<file path="src/rtl/tcdm_upcast_pkg.sv">
// Shared helpers for the narrow-to-wide TCDM adapter: lane offset extraction,
// wide-word address alignment and sideband entry sizing.
package tcdm_upcast_pkg;

    localparam int unsigned DEF_SLV_WIDTH = 32;
    localparam int unsigned DEF_MAS_WIDTH = 128;

    function automatic int unsigned off_width(input int unsigned slv_w, input int unsigned mas_w);
        return ((mas_w / slv_w) > 1) ? $clog2(mas_w / slv_w) : 1;
    endfunction

    function automatic int unsigned entry_width(input int unsigned slv_w, input int unsigned mas_w);
        return off_width(slv_w, mas_w) + 1;
    endfunction

    // Sideband entry layout is {lane offset, write flag}.
    localparam int unsigned DEF_OFF_W   = off_width(DEF_SLV_WIDTH, DEF_MAS_WIDTH);
    localparam int unsigned DEF_ENTRY_W = DEF_OFF_W + 1;

    function automatic int unsigned lane_offset(input logic [63:0] addr,
                                                input int unsigned slv_w,
                                                input int unsigned mas_w);
        logic [63:0] w_idx;
        w_idx = (addr >> $clog2(slv_w / 8)) & (64'(mas_w / slv_w) - 64'd1);
        return w_idx[31:0];
    endfunction

    function automatic logic [63:0] align_addr(input logic [63:0] addr, input int unsigned mas_w);
        return addr & ~(64'(mas_w / 8) - 64'd1);
    endfunction

endpackage

</file>
<file path="src/rtl/tcdm_sideband_fifo.sv">
// First-word fall-through FIFO holding per-transaction sideband entries.
// Depth need not be a power of two; pointers wrap explicitly.
module tcdm_sideband_fifo #(
    parameter int unsigned DATA_W = 3,
    parameter int unsigned DEPTH  = 4
) (
    input  logic                       clk_i,
    input  logic                       rst_i,
    input  logic                       push_i,
    input  logic                       pop_i,
    input  logic [DATA_W-1:0]          wdata_i,
    output logic [DATA_W-1:0]          rdata_o,
    output logic                       full_o,
    output logic                       empty_o,
    output logic [$clog2(DEPTH+1)-1:0] count_o,
    output logic                       overflow_o,
    output logic                       underflow_o
);

    localparam int unsigned PTR_W = (DEPTH > 1) ? $clog2(DEPTH) : 1;
    localparam int unsigned CNT_W = $clog2(DEPTH + 1);

    logic [DATA_W-1:0] r_mem [DEPTH];
    logic [PTR_W-1:0]  r_wr_ptr;
    logic [PTR_W-1:0]  r_rd_ptr;
    logic [CNT_W-1:0]  r_count;

    logic w_do_push;
    logic w_do_pop;

    assign full_o      = (r_count == CNT_W'(DEPTH));
    assign empty_o     = (r_count == '0);
    assign count_o     = r_count;
    assign overflow_o  = push_i & full_o;
    assign underflow_o = pop_i & empty_o;
    assign w_do_push   = push_i & ~full_o;
    assign w_do_pop    = pop_i & ~empty_o;
    assign rdata_o     = r_mem[r_rd_ptr];

    always_ff @(posedge clk_i) begin
        if (w_do_push) begin
            r_mem[r_wr_ptr] <= wdata_i;
        end
    end

    always_ff @(posedge clk_i) begin
        if (rst_i) begin
            r_wr_ptr <= '0;
            r_rd_ptr <= '0;
            r_count  <= '0;
        end else begin
            if (w_do_push) begin
                r_wr_ptr <= (r_wr_ptr == PTR_W'(DEPTH - 1)) ? '0 : r_wr_ptr + 1'b1;
            end
            if (w_do_pop) begin
                r_rd_ptr <= (r_rd_ptr == PTR_W'(DEPTH - 1)) ? '0 : r_rd_ptr + 1'b1;
            end
            case ({w_do_push, w_do_pop})
                2'b10:   r_count <= r_count + 1'b1;
                2'b01:   r_count <= r_count - 1'b1;
                default: r_count <= r_count;
            endcase
        end
    end

endmodule

</file>
<file path="src/rtl/tcdm_upcast_ot.sv">
// Narrow-to-wide TCDM adapter: requests are re-laned combinationally, and a
// sideband FIFO remembers each lane offset so in-order responses can be de-laned.
module tcdm_upcast_ot
    import tcdm_upcast_pkg::*;
#(
    parameter int unsigned SLV_WIDTH       = 32,
    parameter int unsigned MAS_WIDTH       = 128,
    parameter int unsigned ADDR_WIDTH      = 32,
    parameter int unsigned MAX_OUTSTANDING = 4,
    parameter bit          WRITE_RESP      = 1'b1
) (
    input  logic                                 clk_i,
    input  logic                                 rst_i,
    input  logic                                 slv_req_i,
    output logic                                 slv_gnt_o,
    input  logic [ADDR_WIDTH-1:0]                slv_addr_i,
    input  logic                                 slv_wen_i,
    input  logic [SLV_WIDTH-1:0]                 slv_data_i,
    input  logic [SLV_WIDTH/8-1:0]               slv_be_i,
    output logic [SLV_WIDTH-1:0]                 slv_r_data_o,
    output logic                                 slv_r_valid_o,
    input  logic                                 slv_r_ready_i,
    output logic                                 mst_req_o,
    input  logic                                 mst_gnt_i,
    output logic [ADDR_WIDTH-1:0]                mst_addr_o,
    output logic                                 mst_wen_o,
    output logic [MAS_WIDTH-1:0]                 mst_data_o,
    output logic [MAS_WIDTH/8-1:0]               mst_be_o,
    input  logic [MAS_WIDTH-1:0]                 mst_r_data_i,
    input  logic                                 mst_r_valid_i,
    output logic                                 mst_r_ready_o,
    output logic [$clog2(MAX_OUTSTANDING+1)-1:0] outstanding_o,
    output logic                                 err_o
);

    localparam int unsigned OFF_W   = off_width(SLV_WIDTH, MAS_WIDTH);
    localparam int unsigned ENTRY_W = OFF_W + 1;
    localparam int unsigned MBE_W   = MAS_WIDTH / 8;
    localparam int unsigned SBE_W   = SLV_WIDTH / 8;

    logic [OFF_W-1:0]     w_offset;
    logic                 w_tracked;
    logic                 w_stall;
    logic                 w_push;
    logic                 w_pop_req;
    logic [ENTRY_W-1:0]   w_head;
    logic [OFF_W-1:0]     w_head_off;
    logic                 w_head_wen;
    logic                 w_fifo_full;
    logic                 w_fifo_empty;
    logic                 w_overflow;
    logic                 w_underflow;
    logic [MAS_WIDTH-1:0] w_r_shift;
    logic                 r_err;

    assign w_offset  = OFF_W'(lane_offset(64'(slv_addr_i), SLV_WIDTH, MAS_WIDTH));
    assign w_tracked = ~slv_wen_i | WRITE_RESP;

    assign mst_addr_o = ADDR_WIDTH'(align_addr(64'(slv_addr_i), MAS_WIDTH));
    assign mst_data_o = MAS_WIDTH'(slv_data_i) << (w_offset * SLV_WIDTH);
    assign mst_be_o   = MBE_W'(slv_be_i) << (w_offset * SBE_W);
    assign mst_wen_o  = slv_wen_i;

    // A full FIFO stalls regardless of a same-cycle pop, keeping r_ready off the gnt path.
    assign w_stall   = w_tracked & w_fifo_full;
    assign mst_req_o = slv_req_i & ~w_stall;
    assign slv_gnt_o = mst_gnt_i & ~w_stall;
    assign w_push    = slv_req_i & slv_gnt_o & w_tracked;
    assign w_pop_req = mst_r_valid_i & slv_r_ready_i;

    tcdm_sideband_fifo #(
        .DATA_W (ENTRY_W),
        .DEPTH  (MAX_OUTSTANDING)
    ) u_fifo (
        .clk_i       (clk_i),
        .rst_i       (rst_i),
        .push_i      (w_push),
        .pop_i       (w_pop_req),
        .wdata_i     ({w_offset, slv_wen_i}),
        .rdata_o     (w_head),
        .full_o      (w_fifo_full),
        .empty_o     (w_fifo_empty),
        .count_o     (outstanding_o),
        .overflow_o  (w_overflow),
        .underflow_o (w_underflow)
    );

    // An unexpected response (empty FIFO) is passed through as a read at lane 0.
    assign w_head_off = w_fifo_empty ? '0 : w_head[ENTRY_W-1:1];
    assign w_head_wen = ~w_fifo_empty & w_head[0];
    assign w_r_shift  = mst_r_data_i >> (w_head_off * SLV_WIDTH);

    assign slv_r_valid_o = mst_r_valid_i;
    assign mst_r_ready_o = slv_r_ready_i;
    assign slv_r_data_o  = w_head_wen ? '0 : w_r_shift[SLV_WIDTH-1:0];

    always_ff @(posedge clk_i) begin
        if (rst_i) begin
            r_err <= 1'b0;
        end else if ((mst_r_valid_i & w_fifo_empty) | w_overflow | w_underflow) begin
            r_err <= 1'b1;
        end
    end

    assign err_o = r_err;

endmodule

</file>
<file path="config.mk">
export PLATFORM = sky130hd
export DESIGN_NAME = tcdm_upcast_ot
export DESIGN_NICKNAME = d
export VERILOG_FILES = /design/src/rtl/tcdm_upcast_pkg.sv /design/src/rtl/tcdm_sideband_fifo.sv /design/src/rtl/tcdm_upcast_ot.sv
export SDC_FILE = /design/constraint.sdc
export NUM_CORES = 1
export LEC_CHECK = 0
export ABC_AREA = 1
export ABC_CLOCK_PERIOD_IN_PS = 4000
export BUFFER_PORTS_ARGS = -buffer_cell sky130_fd_sc_hd__buf_4
export CORE_AREA = 3 3 163 165
export CTS_CLUSTER_DIAMETER = 50
export DETAILED_ROUTE_END_ITERATION = 16
export DIE_AREA = 0 0 166 168
export HOLD_SLACK_MARGIN = 0.12
export PLACE_DENSITY = 0.54
export SLEW_MARGIN = 5
export SYNTH_ARGS = -nofsm -noshare
export SYNTH_HDL_FRONTEND = slang
export SYNTH_SLANG_ARGS = --single-unit
</file>
<file path="constraint.sdc">
create_clock -name clk_i -period 4 [get_ports clk_i]
set_input_delay 0.8 -clock clk_i [delete_from_list [all_inputs] [get_ports clk_i]]
set_output_delay 0.8 -clock clk_i [all_outputs]
set_load 0.01 [all_outputs]
</file>
* Word level (Yosys, flattened, before mapping)
Memories as Yosys holds them, arrays and structs flattened. A register that Yosys moved wholly into a read port is not among the register bits. Index checks and enable logic that the tools add are counted.
Cells by class: $add $sub $neg 4, equal/unequal tests 5, shift operators 3, muxes and demuxes 9, bitwise gates (word level) 14, reduce and logical (&&, ||, !) cells 2
Operators with widths (count):
- $shl 32x7->128 | 1
- $shr 128x7->32 | 1
- $mux 32 | 1
- $shl 4x4->16 | 1
- $and 1x1->1 | 10
- $mux 2 | 5
- $eq 2x2->1 const B | 3
- $pmux 3 s2 | 1
- $add 2x1->2 const B | 2
- $add 3x1->3 const B | 1
- $eq 3x3->1 const B | 1
- $logic_not 3->1 | 1
- $sub 3x1->3 const B | 1
- $eq 2x1->1 const B | 1
- $mux 1 | 2
- $not 1->1 | 2
- $or 1x1->1 | 2
- $reduce_bool 2->1 | 1
Word-level totals: flip-flop bits (word level) 8, bits in writable memories 12, bits of input ports 203, output and inout port bits 217, word-level logic and storage cells 42, memories 1
Memory list:
- u_fifo.r_mem | words 4, width 3, rd ports 1, clocked after memory_dff 1, write ports 1, line tcdm_sideband_fifo.sv:23 | logic [DATA_W-1:0] r_mem [DEPTH];

* Longest topological paths before layout
Gate-level depths: netlist (run 1).
depth after elaboration 7, depth in mapped cells 12, depth with buffers taken out 11

* Cells and area by module
Synthesis (run 1) repeated with hierarchy kept, for this count alone.
Second synthesis, totals: cells, all modules 749, area, all modules 3880.0 um^2
By module, submodules not included:
- tcdm_upcast_ot | instances 1, cells each 644, area an instance 2905.3 um^2, sequential area each 20.0 um^2
- tcdm_sideband_fifo | instances 1, cells each 105, area an instance 974.7 um^2, sequential area each 540.5 um^2

* Worst setup path before layout (run 1)
Ideal clock, no wire load.
path kind input-to-reg, from input port slv_req_i, to register u_fifo.r_count[2], in the netlist u_fifo.count_o[2], setup time 0.128 ns, arrival time 2.383 ns, data required time 3.872 ns, setup slack 1.489 ns, cell stages on the path 8, path through a21boi_0 > nand2_1 > ha_1 > fa_1 > nor2_1 > nor2_1 > nor2_1 > nor3_1
On the way: word-level cells in the longest chain between the ends 4
Ends and longest elaborated chain:
- start: declaration | line tcdm_upcast_ot.sv:14 | input logic slv_req_i,
- $and 1x1->1 (*) | line tcdm_upcast_ot.sv:68 | assign w_push = slv_req_i & slv_gnt_o & w_tracked;
- $and 1x1->1 (*) | line tcdm_sideband_fifo.sv:36 | assign w_do_push = push_i & ~full_o;
- $eq 2x1->1 / $eq 2x2->1 (equally long branches) | line tcdm_sideband_fifo.sv:58 | case ({w_do_push, w_do_pop})
- $pmux 3 s2 / $reduce_bool 2->1 (equally long branches)
- end signal: assignment | line tcdm_sideband_fifo.sv:59 | 2'b10: r_count <= r_count + 1'b1;
- end signal: assignment | line tcdm_sideband_fifo.sv:60 | 2'b01: r_count <= r_count - 1'b1;
- end signal: assignment | line tcdm_sideband_fifo.sv:61 | default: r_count <= r_count;
- end: declaration | line tcdm_sideband_fifo.sv:26 | logic [CNT_W-1:0] r_count;
Every way passes the cells marked *; elsewhere a longest branch is shown, timed or not. A chain may end at the register's enable or synchronous reset.

==> out/summary.txt, run 1 <==
status: completed
Max transition margin: 50.19%
max-capacitance violation count: 0
Layout area overhead: 62.93%
largest net degree at the start of global routing: 76
Die ar.: 0.02789 mm²
final setup vio count: 0
type of origin of the critical path: flip-flop
Crit Path Max Fanout: 32
Syn. warnings: 0
Synth Register Bits: 22
number of iterations in the first detailed-routing pass: 5
global-route usage over all layers: 13.61%
first-pass GRT wire length: 31.27 mm
Sw Share: 44.91%
number of CTS-inserted buffers: 3
period utilization: 75.51%
Clk pwr share: 13.4%
diode count: 0
slew at the pin closest to its max-slew limit: 0.7472 ns
CP endpoint kind: output port
RSZ-0062 raised after global routing: no
vias in the first global route: 5642
Worst path max stage delay: 0.47 ns
post-CTS sizing: 0
Slowest cell on crit path: inv_2
sequential power share: 16.6%
final hold violations: 0
Fmax: 331.1 MHz
Pwr Density: 230.3 mW/mm²
grt ovf: 0
TritonCTS clock tree: built
Tot Pwr: 1.560 mW
Worst-Skew Late Latency: 0.25 ns
Worst-path clk slew: 0.06 ns
Die Y: 168 µm
mapped cell area: 0.004158 mm²
static leakage: 3.744 nW
fraction of layout cells with a size suffix above 1: 38.33%
CTS sink count: 22
combinational fraction of design power: 70.0%
Syn Inst Count: 741
H-Tree Depth: 1
maximum root-to-sink buffer count: 2
hold_buf cts: 0
vias per inst: 4.342
Tmin final: 3.020 ns
post-route cell area: 0.006774 mm²
CP required: 3.20 ns
io pins: 420
Crit Path Class: reg -> out
Worst Path Arrival: 2.22 ns
placed cell area: 0.006695 mm²
WL final: 20.84 mm
Hold Path Class: reg -> reg
sequential element share of the synthesized area: 13.48%
peak supply drop: 0.0001606 V
Root Buffer: clkbuf_16
WL/cell: 15.49 µm
synth unique cells: 25
Vias: 5840
Antenna Nets Post-Route: 0
fin. max-slew vios: 0
final core occ: 26.90%
worst hold start: err_o
Initial Utilization: 16.51%
Pint: 0.8594 mW
Starting DRT DRC Count: 286
die width: 166 µm
setup tns final: 0 ns
Final Wtd Congestion: 0.8607
Net Sw Power: 0.7006 mW
num rows: 58
Post-CTS Setup Bufs: 0
DRC Markers: 0
HPWL after detailed placement: 15.95 mm
Worst Skew: 0.002198 ns
core area: 0.02518 mm²
# nets final: 1226
worst r2r src: u_fifo.count_o[0]
critical-path cell list: inv_2 -> nand2_1 -> nand3_1 -> nand2_1 -> nand2_2 -> inv_2 -> nand3_1 -> a21oi_1 -> buf_4
initial antenna violation count: 1
I/O Buffers: 357
Hold WS: 0.4548 ns
Synth Area per Inst: 5.611 µm²
-- metrics by stage --
stage	cells	setup slack, ns
after global placement	1341	1.214
final	1345	0.9796
after detailed placement	1341	1.211
after global routing	1345	0.7589
after floorplan	744	1.489
after CTS	1345	0.9483
-- power by group through the flow --
stage               sequential (mW)  combinational, mW  clock, mW
floorplan                     0.264              0.617          0
global placement              0.263               1.11          0
detailed placement            0.264               1.11          0
CTS                           0.259               1.11      0.213
global route                  0.261               1.19      0.224
finish                        0.259               1.09      0.209
-- cell type report --
cell class / count / area (µm²)
Clock buffer: 4 / 78.83
Fill cell: 2853 / 18410
Inverter: 182 / 683.2
Timing Repair Buffer: 369 / 2770
Tap cell: 330 / 412.9
Multi-Input combinational cell: 438 / 2268
Sequential cell: 22 / 560.5
-- synth_stat cells --
library cell	number	area (µm²)
nand2_2	1	6.260
nand3_1	67	335.3
buf_2	15	75.07
a21oi_1	29	145.1
ha_1	6	75.07
nand2_1	87	326.6
edfxtp_1	12	360.4
xor2_1	1	8.760
nand3_2	2	20.02
o21ai_0	2	10.01
buf_6	9	101.4
nand4_1	64	400.4
clkbuf_8	4	55.05
conb_1	1	3.750
a21boi_0	2	15.01
clkbuf_1	32	120.1
buf_4	42	315.3
fa_1	1	20.02
a21oi_2	9	78.83
inv_1	178	668.1
dfxtp_1	10	200.2
inv_2	4	15.01
nor2_1	15	56.30
nor3_1	146	730.7
a211oi_1	2	15.01
-- worst paths after layout --
| path | endpoint | slack (ns) | cells after the start |
|---|---|---|---|
| min | err_o | 0.45 | 2 |
| max | slv_r_data_o[19] | 0.98 | 9 |
| max reg2reg | u_fifo.count_o[1] | 1.47 | 9 |
| min reg2reg | err_o | 0.45 | 2 |
-- cells in the final DEF (no fill, tap or decap) --
cell type  instances
edfxtp_1          12
fa_1               1
dfxtp_1           10
a21oi_4            1
ha_1               6
a211oi_1           2
a21oi_2            8
xor2_1             1
inv_1            178
nand2_1           86
clkbuf_16          3
o21ai_0            2
nand4_1           64
nor3_1           146
nand3_2            2
nor2_1            15
nand2_2            2
buf_4            369
nand3_1           67
conb_1             4
a21boi_0           2
clkbuf_1           1
a21oi_1           29
inv_2              4
-- layer usage --
metal  GRT usage, %  routed length, µm  up-vias
met4          2.712                301        2
li1               -                  -     2899
met2          24.46               9987      316
met5              0                  7        -
met1          16.16               8576     2607
met3          4.015               1964       16
-- flip-flops by register name, indices dropped and copies added (netlist names), named ones only --
register,count
err_o,1
u_fifo.r_rd_ptr,2
u_fifo.count_o,3
u_fifo.r_wr_ptr,2
u_fifo.r_mem,12
-- worst max-delay path: cells and delay by family, from the launching register on --
family                 cells  cell delay (ns)
flip-flops                 1             0.44
AND/OR/NAND/NOR            5             0.60
buffers and inverters      3             0.70
AO/OA/AOI/OAI              1             0.22
-- cells by family (layout without fill, tap and decap cells) --
kind of cell / count (synthesis) / count (layout) / synth area share (%)
other: 1 / 4 / 0.09019
adder cells (fa/ha/maj): 7 / 7 / 2.287
AO/OA/AOI/OAI: 44 / 44 / 6.350
AND/OR/NAND/NOR: 382 / 382 / 45.11
buffers and inverters: 284 / 555 / 32.47
XOR/XNOR: 1 / 1 / 0.2107
flip-flops: 22 / 22 / 13.48
No activity file was read; power rests on OpenSTA's default activity.
==> run 2: changes to the inputs <==
--- a/config.mk
+++ b/config.mk
@@ -6,14 +6,14 @@
 export NUM_CORES = 1
 export LEC_CHECK = 0
 export ABC_AREA = 1
-export ABC_CLOCK_PERIOD_IN_PS = 4000
+export ABC_CLOCK_PERIOD_IN_PS = 2540
 export BUFFER_PORTS_ARGS = -buffer_cell sky130_fd_sc_hd__buf_4
-export CORE_AREA = 3 3 163 165
+export CORE_AREA = 3 3 162 164
 export CTS_CLUSTER_DIAMETER = 50
 export DETAILED_ROUTE_END_ITERATION = 16
-export DIE_AREA = 0 0 166 168
+export DIE_AREA = 0 0 165 167
 export HOLD_SLACK_MARGIN = 0.12
-export PLACE_DENSITY = 0.54
+export PLACE_DENSITY = 0.56
 export SLEW_MARGIN = 5
 export SYNTH_ARGS = -nofsm -noshare
 export SYNTH_HDL_FRONTEND = slang
==> constraint.sdc (replaced) <==
create_clock -name clk_i -period 2.54 [get_ports clk_i]
set_input_delay 0.508 -clock clk_i [delete_from_list [all_inputs] [get_ports clk_i]]
set_output_delay 0.508 -clock clk_i [all_outputs]
set_load 0.01 [all_outputs]
==> out/summary.txt, run 2 (synthesis results as in run 1) <==
placed instance count: 1348
io pins: 420
placed cell area: 0.006810 mm²
CP endpoint kind: output port
largest net degree at the start of global routing: 77
vias in the first global route: 5441
Crit Path Class: reg -> out
I/O Buffers: 357
Worst-Skew Late Latency: 0.25 ns
first-pass GRT wire length: 28.83 mm
max reg flops: 12
WL final: 19.57 mm
fraction of layout cells with a size suffix above 1: 39.34%
Die ar.: 0.02756 mm²
fin worst setup slack: 0.1916 ns
Worst R2R Path Depth: 9
Worst path max stage delay: 0.42 ns
period utilization: 92.46%
post-route cell area: 0.006984 mm²
setup tns final: 0 ns
met1 Track Usage GR: 14.97%
commonest cells after routing, fill and taps aside: 372 x buf_4, 178 x inv_1, 146 x nor3_1, 86 x nand2_1, 67 x nand3_1
WL/cell: 14.42 µm
fin. max-slew vios: 0
Pwr Density: 376.0 mW/mm²
Max transition margin: 48.65%
Hold Path Class: reg -> reg
most common cell after layout, fill and taps aside: buf_4
Worst-path clk slew: 0.06 ns
Fmax: 425.8 MHz
Layout area overhead: 67.98%
number of iterations in the first detailed-routing pass: 4
CP required: 2.03 ns
CP bufs+invs: 2
Hold WS: 0.4550 ns
TritonCTS clock tree: built
Root Buffer: clkbuf_16
static leakage: 3.854 nW
DRC Markers: 0
pre-CTS WS: 0.1984 ns
diode count: 0
crit-path leading delay family: simple AND/OR/NAND/NOR gates
Starting DRT DRC Count: 427
Most flops, register: u_fifo.r_mem
peak supply drop: 0.0003110 V
non-filler instance count after layout: 1357
Worst Skew: 0.0009856 ns
number of CTS-inserted buffers: 3
core area: 0.02504 mm²
type of origin of the critical path: flip-flop
CTS sink count: 22
Worst Path Arrival: 1.84 ns
final core occ: 27.90%
Die Y: 167 µm
HPWL after detailed placement: 15.11 mm
Antenna Nets Post-Route: 0
final hold violations: 0
Crit. Startpoint: u_fifo.count_o[0]
gr busiest metal: met2
vias per inst: 4.304
worst hold start: err_o
# nets final: 1238
critical-path cell list: nor2_2 -> nand2_2 -> buf_8 -> nand4_1 -> nand3_1 -> a21oi_1 -> buf_4
Final Wtd Congestion: 0.8132
die width: 165 µm
num rows: 58
Crit Path Max Fanout: 64
maximum root-to-sink buffer count: 2
slew at the pin closest to its max-slew limit: 0.7702 ns
Initial Utilization: 16.61%
final setup vio count: 0
max-capacitance violation count: 0
hold_buf cts: 0
grt ovf: 0
status: completed
WP depth: 7
Critical R2R Capture: u_fifo.count_o[2]
Tot Pwr: 2.626 mW
R2R setup slack: 0.56 ns
H-Tree Depth: 1
worst r2r src: u_fifo.count_o[0]
Cells on Worst Hold Path: 2
Vias: 5840
initial antenna violation count: 1
RSZ-0062 raised after global routing: no
Tmin final: 2.348 ns
GRT met2 Usage: 22.80%
Slowest cell on crit path: dfxtp_1
global-route usage over all layers: 12.65%
CP Capture Point: slv_r_data_o[6]
met3 Use GR: 4.129%
[run 2: cell types whose count changed in the layout (fill, tap and decap cells not counted)]
cell / change
buf_6: +2
buf_8: +1
buf_12: +6
nor2_2: +1
nor2_1: -1
bufinv_16: +1
dfxtp_1: -1
buf_4: +3
dfxtp_2: +1
clkbuf_1: -1
[run 2: worst min path at each step]
| stage | endpoint | slack (ns) |
|---|---|---|
| after global routing | err_o | 0.47 |
| after global placement | err_o | 0.44 |
| after CTS | err_o | 0.45 |
| final | err_o | 0.46 |
| after floorplan | flip-flop | 0.46 |
| after detailed placement | err_o | 0.44 |
[run 2: worst register-to-register path, cell delays in order, from the launching register on]
cell and delay, ns:
dfxtp_1 0.42, nor2_2 0.09, a21boi_0 0.24, nand2_1 0.14, ha_1 0.26, fa_1 0.39
nor2_1 0.15, nor2_1 0.06, nor2_1 0.09, nor3_1 0.05
[run 2: final cells by class]
type	count	area, µm²
fillers	2832	18050
repair buffers	381	2950
multi-input cells	438	2271
inverters	182	683.2
flip-flops and latches	22	561.8
well taps	330	412.9
clock buffers	3	75.07
clock inverters	1	30.03
[run 2: repair_timing]
item,4_1_cts,5_1_grt
setup endpoints to repair,28,26
pin swaps,1,0
gates resized for setup,1,6
setup buffers,5,0
[run 2: power breakdown]
| part | internal [mW] | switching [mW] | total, mW |
|---|---|---|---|
| clock | 0.312 | 0.118 | 0.431 |
| combinational | 0.819 | 0.968 | 1.79 |
| sequential | 0.393 | 0.0150 | 0.408 |
| total | 1.52 | 1.10 | 2.63 |
[run 2: per-layer routing]
layer,up-vias,part of all wire [%]
met5,-,0.066
met4,2,0.80
met3,10,12
met2,285,48
met1,2610,39
li1,2933,-
